===== src/rtl/agc_loop_sequencer.sv =====
// agc_loop_sequencer - mode controller for the amplitude-control loop.
// Sequences IDLE/ACQ/TRACK/HOLD, drives gain reload, step size, freeze and power target, reports lock.
module agc_loop_sequencer #(
  parameter logic [15:0] C_INIT       = 16'd256,
  parameter logic [15:0] POWER_TARGET = 16'd4096,
  parameter logic [31:0] LOCK_THR     = 32'd512,
  parameter logic [31:0] UNLOCK_THR   = 32'd2048,
  parameter logic [15:0] LOCK_CNT     = 16'd16,
  parameter logic [15:0] UNLOCK_CNT   = 16'd8,
  parameter logic [15:0] ACQ_TIMEOUT  = 16'd1024,
  parameter logic [15:0] GAP_CYC      = 16'd64,
  parameter logic [3:0]  MU_ACQ       = 4'd4,
  parameter logic [3:0]  MU_TRK       = 4'd8
) (
  input  logic        clk,
  input  logic        rst,
  input  logic        enable_i,
  input  logic [15:0] target_cfg_i,
  input  logic        valid_i,
  input  logic [31:0] eps_i,
  input  logic        valid_eps_i,
  output logic [15:0] power_target_o,
  output logic [15:0] c_init_o,
  output logic        c_load_o,
  output logic [3:0]  mu_shift_o,
  output logic        freeze_o,
  output logic        lock_o,
  output logic [1:0]  state_o
);

  typedef enum logic [1:0] {
    IDLE  = 2'b00,
    ACQ   = 2'b01,
    TRACK = 2'b10,
    HOLD  = 2'b11
  } state_t;

  state_t      state;
  state_t      ret_state;
  logic [15:0] good_cnt;
  logic [15:0] bad_cnt;
  logic [15:0] tmo_cnt;
  logic [15:0] gap_cnt;
  logic        ev_valid;
  logic        ev_good;
  logic        ev_bad;
  logic [31:0] eps_mag;
  logic [15:0] good_inc;
  logic [15:0] bad_inc;
  logic [15:0] tmo_inc;
  logic [15:0] gap_next;
  logic        gap_hit;

  // -2^31 has no positive counterpart, so it saturates to the largest magnitude.
  always_comb begin
    eps_mag = eps_i;
    if (eps_i == 32'h8000_0000) begin
      eps_mag = 32'h7FFF_FFFF;
    end else if (eps_i[31]) begin
      eps_mag = -eps_i;
    end
  end

  assign good_inc = (good_cnt == 16'hFFFF) ? good_cnt : good_cnt + 16'd1;
  assign bad_inc  = (bad_cnt  == 16'hFFFF) ? bad_cnt  : bad_cnt  + 16'd1;
  assign tmo_inc  = (tmo_cnt  == 16'hFFFF) ? tmo_cnt  : tmo_cnt  + 16'd1;

  always_comb begin
    gap_next = gap_cnt;
    if (valid_i) begin
      gap_next = 16'd0;
    end else if (gap_cnt < GAP_CYC) begin
      gap_next = gap_cnt + 16'd1;
    end
  end

  assign gap_hit = (gap_next >= GAP_CYC);
  assign state_o = state;

  always_ff @(posedge clk or negedge rst) begin
    if (!rst) begin
      state          <= IDLE;
      ret_state      <= IDLE;
      good_cnt       <= 16'd0;
      bad_cnt        <= 16'd0;
      tmo_cnt        <= 16'd0;
      gap_cnt        <= 16'd0;
      ev_valid       <= 1'b0;
      ev_good        <= 1'b0;
      ev_bad         <= 1'b0;
      power_target_o <= POWER_TARGET;
      c_init_o       <= C_INIT;
      c_load_o       <= 1'b0;
      mu_shift_o     <= MU_ACQ;
      freeze_o       <= 1'b1;
      lock_o         <= 1'b0;
    end else begin
      c_load_o <= 1'b0;
      // eps samples are classified one edge before they act on the counters.
      ev_valid <= valid_eps_i && enable_i && ((state == ACQ) || (state == TRACK));
      ev_good  <= (eps_mag < LOCK_THR);
      ev_bad   <= (eps_mag >= UNLOCK_THR);

      if (!enable_i) begin
        state      <= IDLE;
        lock_o     <= 1'b0;
        freeze_o   <= 1'b1;
        mu_shift_o <= MU_ACQ;
        good_cnt   <= 16'd0;
        bad_cnt    <= 16'd0;
        tmo_cnt    <= 16'd0;
        gap_cnt    <= 16'd0;
      end else begin
        case (state)
          IDLE: begin
            state          <= ACQ;
            power_target_o <= target_cfg_i;
            c_load_o       <= 1'b1;
            freeze_o       <= 1'b0;
            mu_shift_o     <= MU_ACQ;
          end

          ACQ, TRACK: begin
            gap_cnt <= gap_next;
            if (gap_hit) begin
              ret_state <= state;
              state     <= HOLD;
              freeze_o  <= 1'b1;
            end else if (ev_valid && (state == ACQ)) begin
              if (ev_good && (good_inc >= LOCK_CNT)) begin
                state      <= TRACK;
                lock_o     <= 1'b1;
                mu_shift_o <= MU_TRK;
                good_cnt   <= 16'd0;
                bad_cnt    <= 16'd0;
                tmo_cnt    <= 16'd0;
              end else if (tmo_inc >= ACQ_TIMEOUT) begin
                c_load_o <= 1'b1;
                tmo_cnt  <= 16'd0;
                good_cnt <= 16'd0;
              end else begin
                tmo_cnt  <= tmo_inc;
                good_cnt <= ev_good ? good_inc : 16'd0;
              end
            end else if (ev_valid && (state == TRACK)) begin
              if (ev_bad && (bad_inc >= UNLOCK_CNT)) begin
                state      <= ACQ;
                lock_o     <= 1'b0;
                mu_shift_o <= MU_ACQ;
                good_cnt   <= 16'd0;
                bad_cnt    <= 16'd0;
                tmo_cnt    <= 16'd0;
              end else begin
                bad_cnt <= ev_bad ? bad_inc : 16'd0;
              end
            end
          end

          HOLD: begin
            if (valid_i) begin
              state    <= ret_state;
              freeze_o <= 1'b0;
              good_cnt <= 16'd0;
              bad_cnt  <= 16'd0;
              gap_cnt  <= 16'd0;
            end
          end

          default: state <= IDLE;
        endcase
      end
    end
  end

endmodule


===== config.mk =====
export PLATFORM = sky130hd
export DESIGN_NAME = agc_loop_sequencer
export DESIGN_NICKNAME = d
export VERILOG_FILES = /design/src/rtl/agc_loop_sequencer.sv
export SDC_FILE = /design/constraint.sdc
export NUM_CORES = 1
export LEC_CHECK = 0
export BUFFER_PORTS_ARGS = -buffer_cell sky130_fd_sc_hd__buf_2
export CELL_PAD_IN_SITES_DETAIL_PLACEMENT = 0
export CELL_PAD_IN_SITES_GLOBAL_PLACEMENT = 1
export CORE_UTILIZATION = 40
export CTS_BUF_LIST = sky130_fd_sc_hd__clkbuf_8
export DETAILED_ROUTE_END_ITERATION = 12
export PLACE_DENSITY_LB_ADDON = 0.1
export SLEW_MARGIN = 15
export SYNTH_ARGS = -nofsm -noshare
export SYNTH_HDL_FRONTEND = slang
export SYNTH_SLANG_ARGS = --single-unit

===== constraint.sdc =====
create_clock -name clk -period 5.1 [get_ports clk]
set_input_delay 0 -clock clk [delete_from_list [all_inputs] [get_ports clk]]
set_output_delay 0 -clock clk [all_outputs]
set_load 0.005 [all_outputs]

==> summary.txt <==
Worst setup path
  • CP endpoint kind: flop
  • Worst EP arrival: 3.74 ns
  • Reg2Reg Depth: 9
  • Worst R2R Setup Slack: 1.67 ns
  • Critical path type: reg -> reg
  • Critical path peak fanout: 17
  • Crit Reg-Reg Endpoint: tmo_cnt[3]
  • CP required: 5.41 ns
  • Critical Path Start Type: flop
  • Crit path capture: tmo_cnt[3]
  • RR Startpoint: good_cnt[0]
  • CP startpoint: good_cnt[0]

Timing
  • Setup TNS: 0 ns
  • RSZ-0062 raised after global routing: false
  • Fin crit share: 67.3%
  • Final hold violations: 0
  • Slew HR: 39.3%
  • Setup violators final: 0
  • Worst Skew: 0.0117 ns
  • Setup slack after layout: 1.67 ns
  • Fin. max-slew vios: 0
  • Tmin final: 3.43 ns
  • FMAX: 291 MHz
  • Slew @ Worst Pin: 0.902 ns

Logic synthesis
  • Seq cells post-synth: 92
  • Synthesized area per cell: 9.59 um2
  • Post-synth EDFFs: 0
  • Post-synthesis cell count: 573
  • Synth warn: 16
  • Syn Std Cell Area: 5490 um2
  • Synth unique cells: 72
  • Sequential area share after synthesis: 42.0%
  • Ys flop type: dfrtp_1
  • Synth async-reset ratio: 100%

Clock tree
  • Total CTS buffers: 9
  • Number of gates resized after CTS: 0
  • Clk slew on worst S/H paths: 0.09 ns
  • # H-tree levels: 3
  • CTS max path bufs: 2
  • Clock sink count: 92
  • TritonCTS clock tree: built
  • Clock latency on the worst-skew pair: 0.38 ns
  • Root buffer cell: clkbuf_8
  • Post-CTS Repair Setup Buffers: 0

Floorplan
  • Die area: 14200 um2
  • Die width: 119 um
  • Num ports: 94
  • Starting Density: 41.3%
  • Cell Rows: 42
  • Core ar.: 13300 um2
  • Die H: 119 um

Flow run
  • Max-Cap Viols: 0

Routing
  • Post-route ant nets: 0
  • WL/cell: 15.3 um
  • DR iter-0 viols: 305
  • DR vias/cell: 5.57
  • DR DRC count: 0
  • Router iterations before antenna repair: 5
  • Final WL: 12800 um
  • Routed vias: 4658

GRT
  • All-Layer GR Usage: 18.9%
  • Largest net degree at the start of global routing: 54
  • Global route overflow: 0
  • Initial antenna violation count: 0
  • First-pass GRT wire length: 21600 um
  • Number of global-route vias before repair: 4431

Finish
  • Final Non-Filler Cells: 837
  • Inserted Diodes: 0
  • Area growth syn-to-layout: 14.7%
  • Final nets: 719
  • Layout cell share with drive strength beyond 1: 20.0%
  • Final core occ: 47.4%

Power
  • Lkg Pwr: 0.00282 uW
  • Worst vdd ir: 0.0905 mV
  • PD cells: 238 nW/um2

Run status
  • Status: complete, no violations

Place
  • DP Worst Slack: 1.73 ns
  • Port Buffers: 75
  • Placer Congestion: 0.827
  • Cells after DPL: 803
  • Post-DP HPWL: 9070 um

Worst hold path
  • HP Class: in -> reg
## critical path, stage by stage (launching register included)
cell,delay [ns]
dfrtp_1,0.41
ha_1,0.23
nand3_1,0.27
or4_1,0.59
a21oi_1,0.17
o21ai_1,0.12
o41ai_4,0.43
nor4b_4,0.76
o21ai_0,0.21
a21oi_1,0.19
## sequential cells by signal (all words and copies together), names as in the netlist, 2 cells and up
signal          flops
mu_shift_o          2
bad_cnt            16
good_cnt           16
power_target_o     16
gap_cnt            16
ret_state           2
tmo_cnt            16
state_o             2
## placed cells by master, fill, tap and decap left out, types with 4 or more instances in the layout
cell type      instances
a211oi_1               6
a21o_1                 4
a21oi_1               21
a22o_1                 4
a31oi_1                4
a41oi_1                5
and2_1                26
and3_1                21
and4_1                 5
buf_2                 74
clkbuf_8              11
conb_1                18
dfrtp_1               89
dlygate4sd3_1         19
ha_1                   9
inv_1                 24
mux2_2                20
mux2i_1                5
nand2_1               38
nand2b_1              10
nand3_1               21
nand3b_1               4
nand4_1               20
nor2_1                26
nor2b_1               12
nor3_1                16
nor3_2                 5
nor4_1                12
o211ai_1               5
o21ai_0               26
o22a_1                 4
o31ai_1               11
or3_1                  8
or4_1                  4
xnor2_1               10
## stage by stage
step / hold slack, ns / total power [uW] / instance area [um2]
floorplan: -0.296 / 957 / 5560
global placement: 0.00583 / 1050 / 5940
detailed placement: 0.0168 / 1060 / 5940
CTS: 0.0104 / 1520 / 6300
global route: 0.0473 / 1580 / 6300
finish: 0.0378 / 1500 / 6300
## kinds of logic (layout without fill, tap and decap cells)
family	count (synthesis)	count (layout)	synth area share (%)
and+or+nand+nor	243	243	26.0
adders and majority gates	9	9	2.05
muxes	25	25	5.01
AOI/OAI and AO/OA	130	130	17.4
buffers and inverters	61	132	5.54
DFF	92	92	42.0
xor gates and xnor gates	12	12	1.91
other	1	18	0.0683
## final cells by class
cell class	instances	area [um2]
Clock buffer	11	151
Clock inverter	4	17.5
Fill cell	1302	7000
Inverter	22	82.6
Multi-Input combinational cell	437	2950
Sequential cell	92	2310
Tap cell	176	220
Timing Repair Buffer	95	576
## synth_stat cells, drive strengths merged, types with 4 or more instances
| cell type | instances | area (um2) |
|---|---|---|
| dfrtp | 89 | 2230 |
| nand2 | 39 | 149 |
| o21ai | 29 | 145 |
| and2 | 26 | 163 |
| nor2 | 26 | 97.6 |
| buf | 22 | 158 |
| inv | 22 | 82.6 |
| nand3 | 22 | 115 |
| nand4 | 22 | 150 |
| a21oi | 21 | 105 |
| and3 | 21 | 131 |
| nor3 | 21 | 130 |
| mux2 | 20 | 225 |
| clkbuf | 17 | 63.8 |
| nor4 | 14 | 109 |
| nor2b | 12 | 75.1 |
| o31ai | 11 | 82.6 |
| nand2b | 10 | 62.6 |
| xnor2 | 10 | 87.6 |
| ha | 9 | 113 |
| or3 | 8 | 50.1 |
| a211oi | 6 | 45.0 |
| a41oi | 5 | 43.8 |
| and4 | 5 | 43.8 |
| mux2i | 5 | 50.1 |
| o211ai | 5 | 37.5 |
| or4 | 5 | 41.3 |
| a21o | 4 | 30.0 |
| a22o | 4 | 35.0 |
| a31oi | 4 | 25.0 |
| nand3b | 4 | 30.0 |
| o22a | 4 | 35.0 |
| o41ai | 4 | 61.3 |
## timing repair
| action | CTS | global route |
|---|---|---|
| hold buffers | 19 | 0 |
| endpoints found under the setup margin | 0 | 0 |
| endpoints found under the hold margin | 57 | 0 |
## worst min path at each step
| stage | startpoint | endpoint | depth (start not counted) |
|---|---|---|---|
| finish | eps_i[26] | ev_bad | 4 |
| global route | eps_i[26] | ev_bad | 4 |
| CTS | eps_i[26] | ev_bad | 4 |
| detailed placement | rst | gap_cnt[8] | 1 |
| global placement | rst | gap_cnt[8] | 1 |
| floorplan | rst | bad_cnt[0] | 0 |
## layer usage
layer  track usage [%]  vias up  wire, um
met5                 0        -         0
met4              8.86        0       316
met3              3.02       24       354
met2              30.0       92      6150
met1              25.3     2280      5990
li1                  -     2262         -
## power by group
group | switching (uW) | internal (uW) | leakage [uW]
Sequential | 27.8 | 771 | 0.00123
Combinational | 142 | 113 | 0.00149
Clock | 251 | 196 | 0.0000976
Total | 421 | 1080 | 0.00282
No activity file was read; power rests on OpenSTA's default activity.
